**config.mk**
```make
export PLATFORM = sky130hd
export DESIGN_NAME = adder_gather_flat
export DESIGN_NICKNAME = d
export VERILOG_FILES = /design/src/rtl/adder_pkg.sv /design/src/rtl/adder_gather_if.sv /design/src/rtl/adder_gather.sv /design/src/flat_wrapper.sv
export SDC_FILE = /design/constraint.sdc
export NUM_CORES = 1
export LEC_CHECK = 0
export ABC_AREA = 0
export BUFFER_PORTS_ARGS = -buffer_cell sky130_fd_sc_hd__buf_2
export CORE_ASPECT_RATIO = 2
export CORE_MARGIN = 3
export CORE_UTILIZATION = 38
export CTS_BUF_LIST = sky130_fd_sc_hd__clkbuf_4 sky130_fd_sc_hd__clkbuf_8
export DETAILED_ROUTE_END_ITERATION = 8
export SLEW_MARGIN = 30
export SYNTH_ARGS = -nofsm -noshare
export SYNTH_HDL_FRONTEND = slang
export SYNTH_SLANG_ARGS = --single-unit
```
**constraint.sdc**
```tcl
create_clock -name clk -period 1.77 [get_ports clk]
set_input_delay 0 -clock clk [delete_from_list [all_inputs] [get_ports clk]]
set_output_delay 0 -clock clk [all_outputs]
set_load 0.1 [all_outputs]
```
**src/rtl/adder_pkg.sv**
```systemverilog
// Shared helpers for the adder tree and its front ends: lane counter width
// and the parameter legality checks used at elaboration.
package adder_pkg;

   // Width of a counter that indexes num lanes (0..num-1).
   function automatic int lane_cnt_w(input int num);
      return $clog2(num);
   endfunction

   // Lane count must be a power of two and at least two.
   function automatic bit num_ok(input int num);
      return (num >= 2) && ((num & (num - 1)) == 0);
   endfunction

   // Samples must carry at least one bit.
   function automatic bit bits_ok(input int bits);
      return bits >= 1;
   endfunction

endpackage

```
**src/rtl/adder_gather_if.sv**
```systemverilog
// Sample-in / group-out bus of the gather stage. The master side produces
// samples and consumes groups; the slave side is the gather block itself.
interface adder_gather_if
   import adder_pkg::*;
#(
   parameter int BITS = 8,
   parameter int NUM  = 4
);
   logic                       in_valid;
   logic [BITS-1:0]            in_data;
   logic                       in_last;
   logic                       valid_out;
   logic [NUM*BITS-1:0]        data_out;
   logic [lane_cnt_w(NUM):0]   lanes_out;

   modport master (
      output in_valid, in_data, in_last,
      input  valid_out, data_out, lanes_out
   );

   modport slave (
      input  in_valid, in_data, in_last,
      output valid_out, data_out, lanes_out
   );
endinterface

```
**src/rtl/adder_gather.sv**
```systemverilog
// Serial-to-parallel front end for the adder tree: packs up to NUM samples
// into one flat lane bus, lane 0 oldest, and pulses valid_out one cycle after
// the closing sample. Partial groups (closed by in_last) are zero-padded so
// the downstream sum stays exact.
module adder_gather
   import adder_pkg::*;
#(
   parameter int BITS = 8,
   parameter int NUM  = 4
) (
   input logic           clk,
   input logic           rst_n,
   adder_gather_if.slave bus
);
   localparam int CNT_W = lane_cnt_w(NUM);
   localparam int W     = NUM * BITS;
   localparam logic [CNT_W-1:0] LAST_LANE = CNT_W'(NUM - 1);

   // Reject illegal configurations at elaboration time.
   if (!num_ok(NUM)) begin : g_bad_num
      $error("adder_gather: NUM must be a power of two >= 2");
   end
   if (!bits_ok(BITS)) begin : g_bad_bits
      $error("adder_gather: BITS must be >= 1");
   end

   logic [CNT_W-1:0] cnt;
   logic [W-1:0]     shadow;
   logic [W-1:0]     merged;
   logic             closing;
   logic             valid_q;
   logic [W-1:0]     data_q;
   logic [CNT_W:0]   lanes_q;

   // Shadow lanes with the current sample dropped into lane cnt.
   always_comb begin
      // NOTE: every always_comb output gets a full default first so no path can infer a latch.
      merged = shadow;
      merged[cnt*BITS +: BITS] = bus.in_data;
   end

   // A group closes on an accepted sample in the last lane or flagged last.
   assign closing = bus.in_valid && (bus.in_last || (cnt == LAST_LANE));

   // Lane counter, shadow lanes and registered group outputs.
   always_ff @(posedge clk or negedge rst_n) begin
      if (!rst_n) begin
         // NOTE: the shadow lanes are reset, not just the counter: padding relies on unused lanes being zero.
         cnt     <= '0;
         shadow  <= '0;
         valid_q <= 1'b0;
         data_q  <= '0;
         lanes_q <= '0;
      end else begin
         // NOTE: sequential state uses non-blocking assignments so every register samples pre-edge values.
         valid_q <= 1'b0;
         if (bus.in_valid) begin
            if (closing) begin
               valid_q <= 1'b1;
               data_q  <= merged;
               lanes_q <= {1'b0, cnt} + (CNT_W+1)'(1);
               cnt     <= '0;
               shadow  <= '0;
            end else begin
               shadow  <= merged;
               cnt     <= cnt + CNT_W'(1);
            end
         end
      end
   end

   assign bus.valid_out = valid_q;
   assign bus.data_out  = data_q;
   assign bus.lanes_out = lanes_q;

endmodule

```
**src/flat_wrapper.sv**
```systemverilog
// flat-port wrapper written by rule: the top's interface ports become plain ports
module adder_gather_flat import adder_pkg::*;
#(
   parameter int BITS = 8,
   parameter int NUM  = 4
)
  (clk, rst_n, bus_in_valid, bus_in_data, bus_in_last, bus_valid_out, bus_data_out, bus_lanes_out);
  adder_gather_if #(.BITS(BITS), .NUM(NUM)) bus_i ();
  input logic clk;
  input logic rst_n;
  input wire logic [$bits(bus_i.in_valid)-1:0] bus_in_valid;
  input wire logic [$bits(bus_i.in_data)-1:0] bus_in_data;
  input wire logic [$bits(bus_i.in_last)-1:0] bus_in_last;
  output wire logic [$bits(bus_i.valid_out)-1:0] bus_valid_out;
  output wire logic [$bits(bus_i.data_out)-1:0] bus_data_out;
  output wire logic [$bits(bus_i.lanes_out)-1:0] bus_lanes_out;
  assign bus_i.in_valid = bus_in_valid;
  assign bus_i.in_data = bus_in_data;
  assign bus_i.in_last = bus_in_last;
  assign bus_valid_out = bus_i.valid_out;
  assign bus_data_out = bus_i.data_out;
  assign bus_lanes_out = bus_i.lanes_out;
  adder_gather #(.BITS(BITS), .NUM(NUM)) u_core (.clk(clk), .rst_n(rst_n), .bus(bus_i));
endmodule
```
==> metrics.sh <==
HP-CLASS='in2reg'
SYNTHCELLS=298
CORE_REGION_AREA_UM2=8060
DRT.ANTENNA.VIOLATING_NETS=0
YS_SEQ_ELEMENTS=70
DP_CELLS=435
LARGEST_VOLTAGE_DROP_ON_THE_VDD_NET_mV=0.671
FLOORPLAN.INITIALDENSITY=0.397
PATH_BUF_INV=0
ARRIVAL_PS=1990
SYNTH_NETS=316
FINALHOLDWORSTSLACK_PS=9.07
FP.DIEAREA_UM2=9620
POST_DRT_WL_PER_CELL_UM=16.5
POST_SYNTH.CELL_AREA_AVG_UM2=10.7
DR.FIRST_ITER.DRC_COUNT=110
MOSTFREQUENTLAYOUTCELL='dfrtp_1'
GLOBALROUTETOTALUTIL=0.168
PORTBUFFERS=47
CLK_TRANSITION_REPORTED_PATHS_PS=70
R2R-START='u_core.cnt[0]'
COMB_POWER_SHARE=0.339
HTREE_LEVELS=3
ENDPOINT_KIND='flop'
MAX-CLOCK-PATH-BUFFERS=2
SLOWEST_STAGE='or3b_1'
ROUTABILITYCONGESTION=0.803
ROUTE.DETAILED.VIAS_PER_INST=5.28
DIE-HEIGHT_UM=136
SYN2LAYOUT_AREA_GROWTH_PCT=22.2
POWER.DENSITY_CELL_AREA_nW_PER_UM2=1200
FINALMAXSLEWVIOLATIONS=0
WORSTPATHCELLLIST='ha_1 > or3b_1 > nor3b_4 > a22o_1'
FINAL_CELL_MIX='dfrtp_1 (69), buf_2 (47), a21oi_1 (32)'
TOTAL_POWER_uW=4680
TIMING.SETUP.CRITICAL_PATH_CLASS='reg2reg'
POWER_SWITCHING_uW=1910
SYNTHESIS.YOSYS.WARNINGS=0
SYNTH.CELL_AREA_UM2=3200
WORST_SETUP_PATH_START_KIND='flop'
TIMING.CRITICAL_PATH.FROM='u_core.cnt[0]'
CRIT_PATH_MAX_FANOUT=5
POWER.INTERNAL_uW=2770
HP-START='bus_in_data[1]'
RUN_STATUS='finished clean'
WORSTSKEWPAIRLATENCY_PS=350
N_ANTENNA_CELL=0
DRT_FIRST_PASS_ITERS=5
SYNTH.DISTINCT_CELLS=33
FIN_WORST_SKEW_PS=7.94
DRT_DRC_VIOLATIONS_LEFT=0
ANTENNA_VIOLATIONS_BEFORE_REPAIR=0
DIE_W_UM=70.9
SYNTH_SEQ_AREA_SHARE=0.548
CRITICAL-PATH-TOP-DELAY-FAMILY='simple AND/OR/NAND/NOR gates'
NNETSFINAL=377
DRIVE_ABOVE_1_SHARE=0.262
MAX_FREQ_MHz=589
LAYOUT_WORST_PATH_CYCLE_SHARE=0.960
FILLCELLCOUNT=779
GRT-OVFL-TOTAL=0
R2R_SETUP_SLACK_PS=70
WORST-SLEW-PIN-TRANSITION_PS=493
LEAKAGEPOWER_uW=0.00184
HPWL_MM=5.47
ROOT_BUFFER='clkbuf_8'
TOTAL_NEGATIVE_SETUP_SLACK_PS=0
FLOORPLAN.IO_PINS=48
FINAL-INSTANCE-COUNT-EXCL-FILL=459
ROUTED_WL_MM=7.56
DRV.MAX_CAP_VIOLATION_COUNT=0
SLEW_HEADROOM=0.674
SHARE_SEQ_OF_TOTAL_POWER=0.387
SWSHARE=0.407
NUM_ROWS=46
POST-CTS-SETUP-BUFFERS=0
CRITPATHREQUIREDTIME_PS=2060
CTS_INSERTED_BUFFERS=9
GRT_PASS1_WL_MM=12.4
FINALHOLDVIOLCOUNT=0
PERIOD_NEEDED_PS=1700
SLOWEST_DELAY_PS=490
NUMCLOCKSINKS=70
ROUTED-VIA-COUNT=2422
SETUP_VIOLATIONS=0
GRT_MAX_DEGREE=67
TRITONCTS='built'
SHARE_CLK_OF_TOTAL_POWER=0.274
FIRST_GLOBAL_VIAS=2418
## tightest hold or removal path: stages
cell and delay, ps:
buf_2 170, nand4_1 90, nand3_1 60
## power by group through the flow
stage	registers, µW	logic (µW)	clock network, µW
after floorplan	2660	414	0
after global routing	1830	1670	1380
after CTS	1810	1580	1320
after global placement	1840	1550	0
final	1810	1590	1280
after detailed placement	1840	1560	0
## Yosys cell counts (all sizes together)
cell type  number  area share
dfrtp          70        0.55
a21oi          32       0.050
a22o           24       0.066
nor2           24       0.028
nor2b          22       0.043
buf            19       0.040
nand2          18       0.021
o21ai          14       0.023
a31oi           8       0.016
a32o            8       0.025
clkbuf          8      0.0098
nand2b          8       0.016
ha              6       0.023
mux2i           6       0.019
nand3b          6       0.014
nand4           6       0.012
and2            4      0.0078
nor3b           4       0.013
inv             3      0.0035
and4bb          2      0.0078
nand3           2      0.0031
and4b           1      0.0031
nor4b           1      0.0047
or2             1      0.0020
or3b            1      0.0027
## through the flow
stage,setup slack [ps],instance area (µm²),utilization
CTS,0.608,3880,0.482
global route,-1.04,3910,0.485
floorplan,20.7,3220,-
global placement,34.8,3590,0.446
finish,71.6,3910,0.485
detailed placement,-31.2,3590,0.446
## flip-flops by register name (all words and copies together) (netlist names)
| signal | cells |
|---|---|
| u_core.bus.lanes_out | 3 |
| u_core.bus.valid_out | 1 |
| u_core.shadow | 32 |
| u_core.bus.data_out | 32 |
| u_core.cnt | 2 |
## logic make-up (layout without fill, tap and decap cells)
group,Yosys count,after routing,share of synthesized area
flops,70,70,0.548
fa+ha+maj,6,6,0.0235
simple gates,100,100,0.178
buf+inv,30,95,0.0528
compound gates,86,86,0.180
mux,6,6,0.0188
## per-layer routing
metal	GRT usage	up-vias	part of all wire
li1	-	1172	-
met1	0.194	1190	0.40
met2	0.292	51	0.55
met3	0.0446	9	0.030
met4	0.0638	0	0.021
met5	0	-	0
## cell type report
cell class                 count  area (µm²)  share of cell area
timing repair buffer          77         508               0.130
clock inverter                 4        47.5              0.0122
clock buffer                  11         145              0.0371
inverter                       3        13.8             0.00352
tap                           96         120              0.0307
multi-input combinational    198        1320               0.338
sequential                    70        1750               0.448
## worst paths after layout
check | endpoint | cells after the start
max | u_core.shadow[31] | 4
min | u_core.bus.data_out[17] | 3
max reg2reg | u_core.shadow[31] | 4
min reg2reg | u_core.bus.lanes_out[2] | 2
max in group asynchronous | u_core.shadow[5] | 3
min in group asynchronous | u_core.shadow[16] | 2
## repair_timing
action / in CTS / in global routing
endpoints found under the hold margin: 80 / 0
pin swaps: 0 / 1
hold buffers: 9 / 0
resized for setup: 2 / 7
endpoints found under the setup margin: 12 / 41
Power figures use the tool's default switching activity.
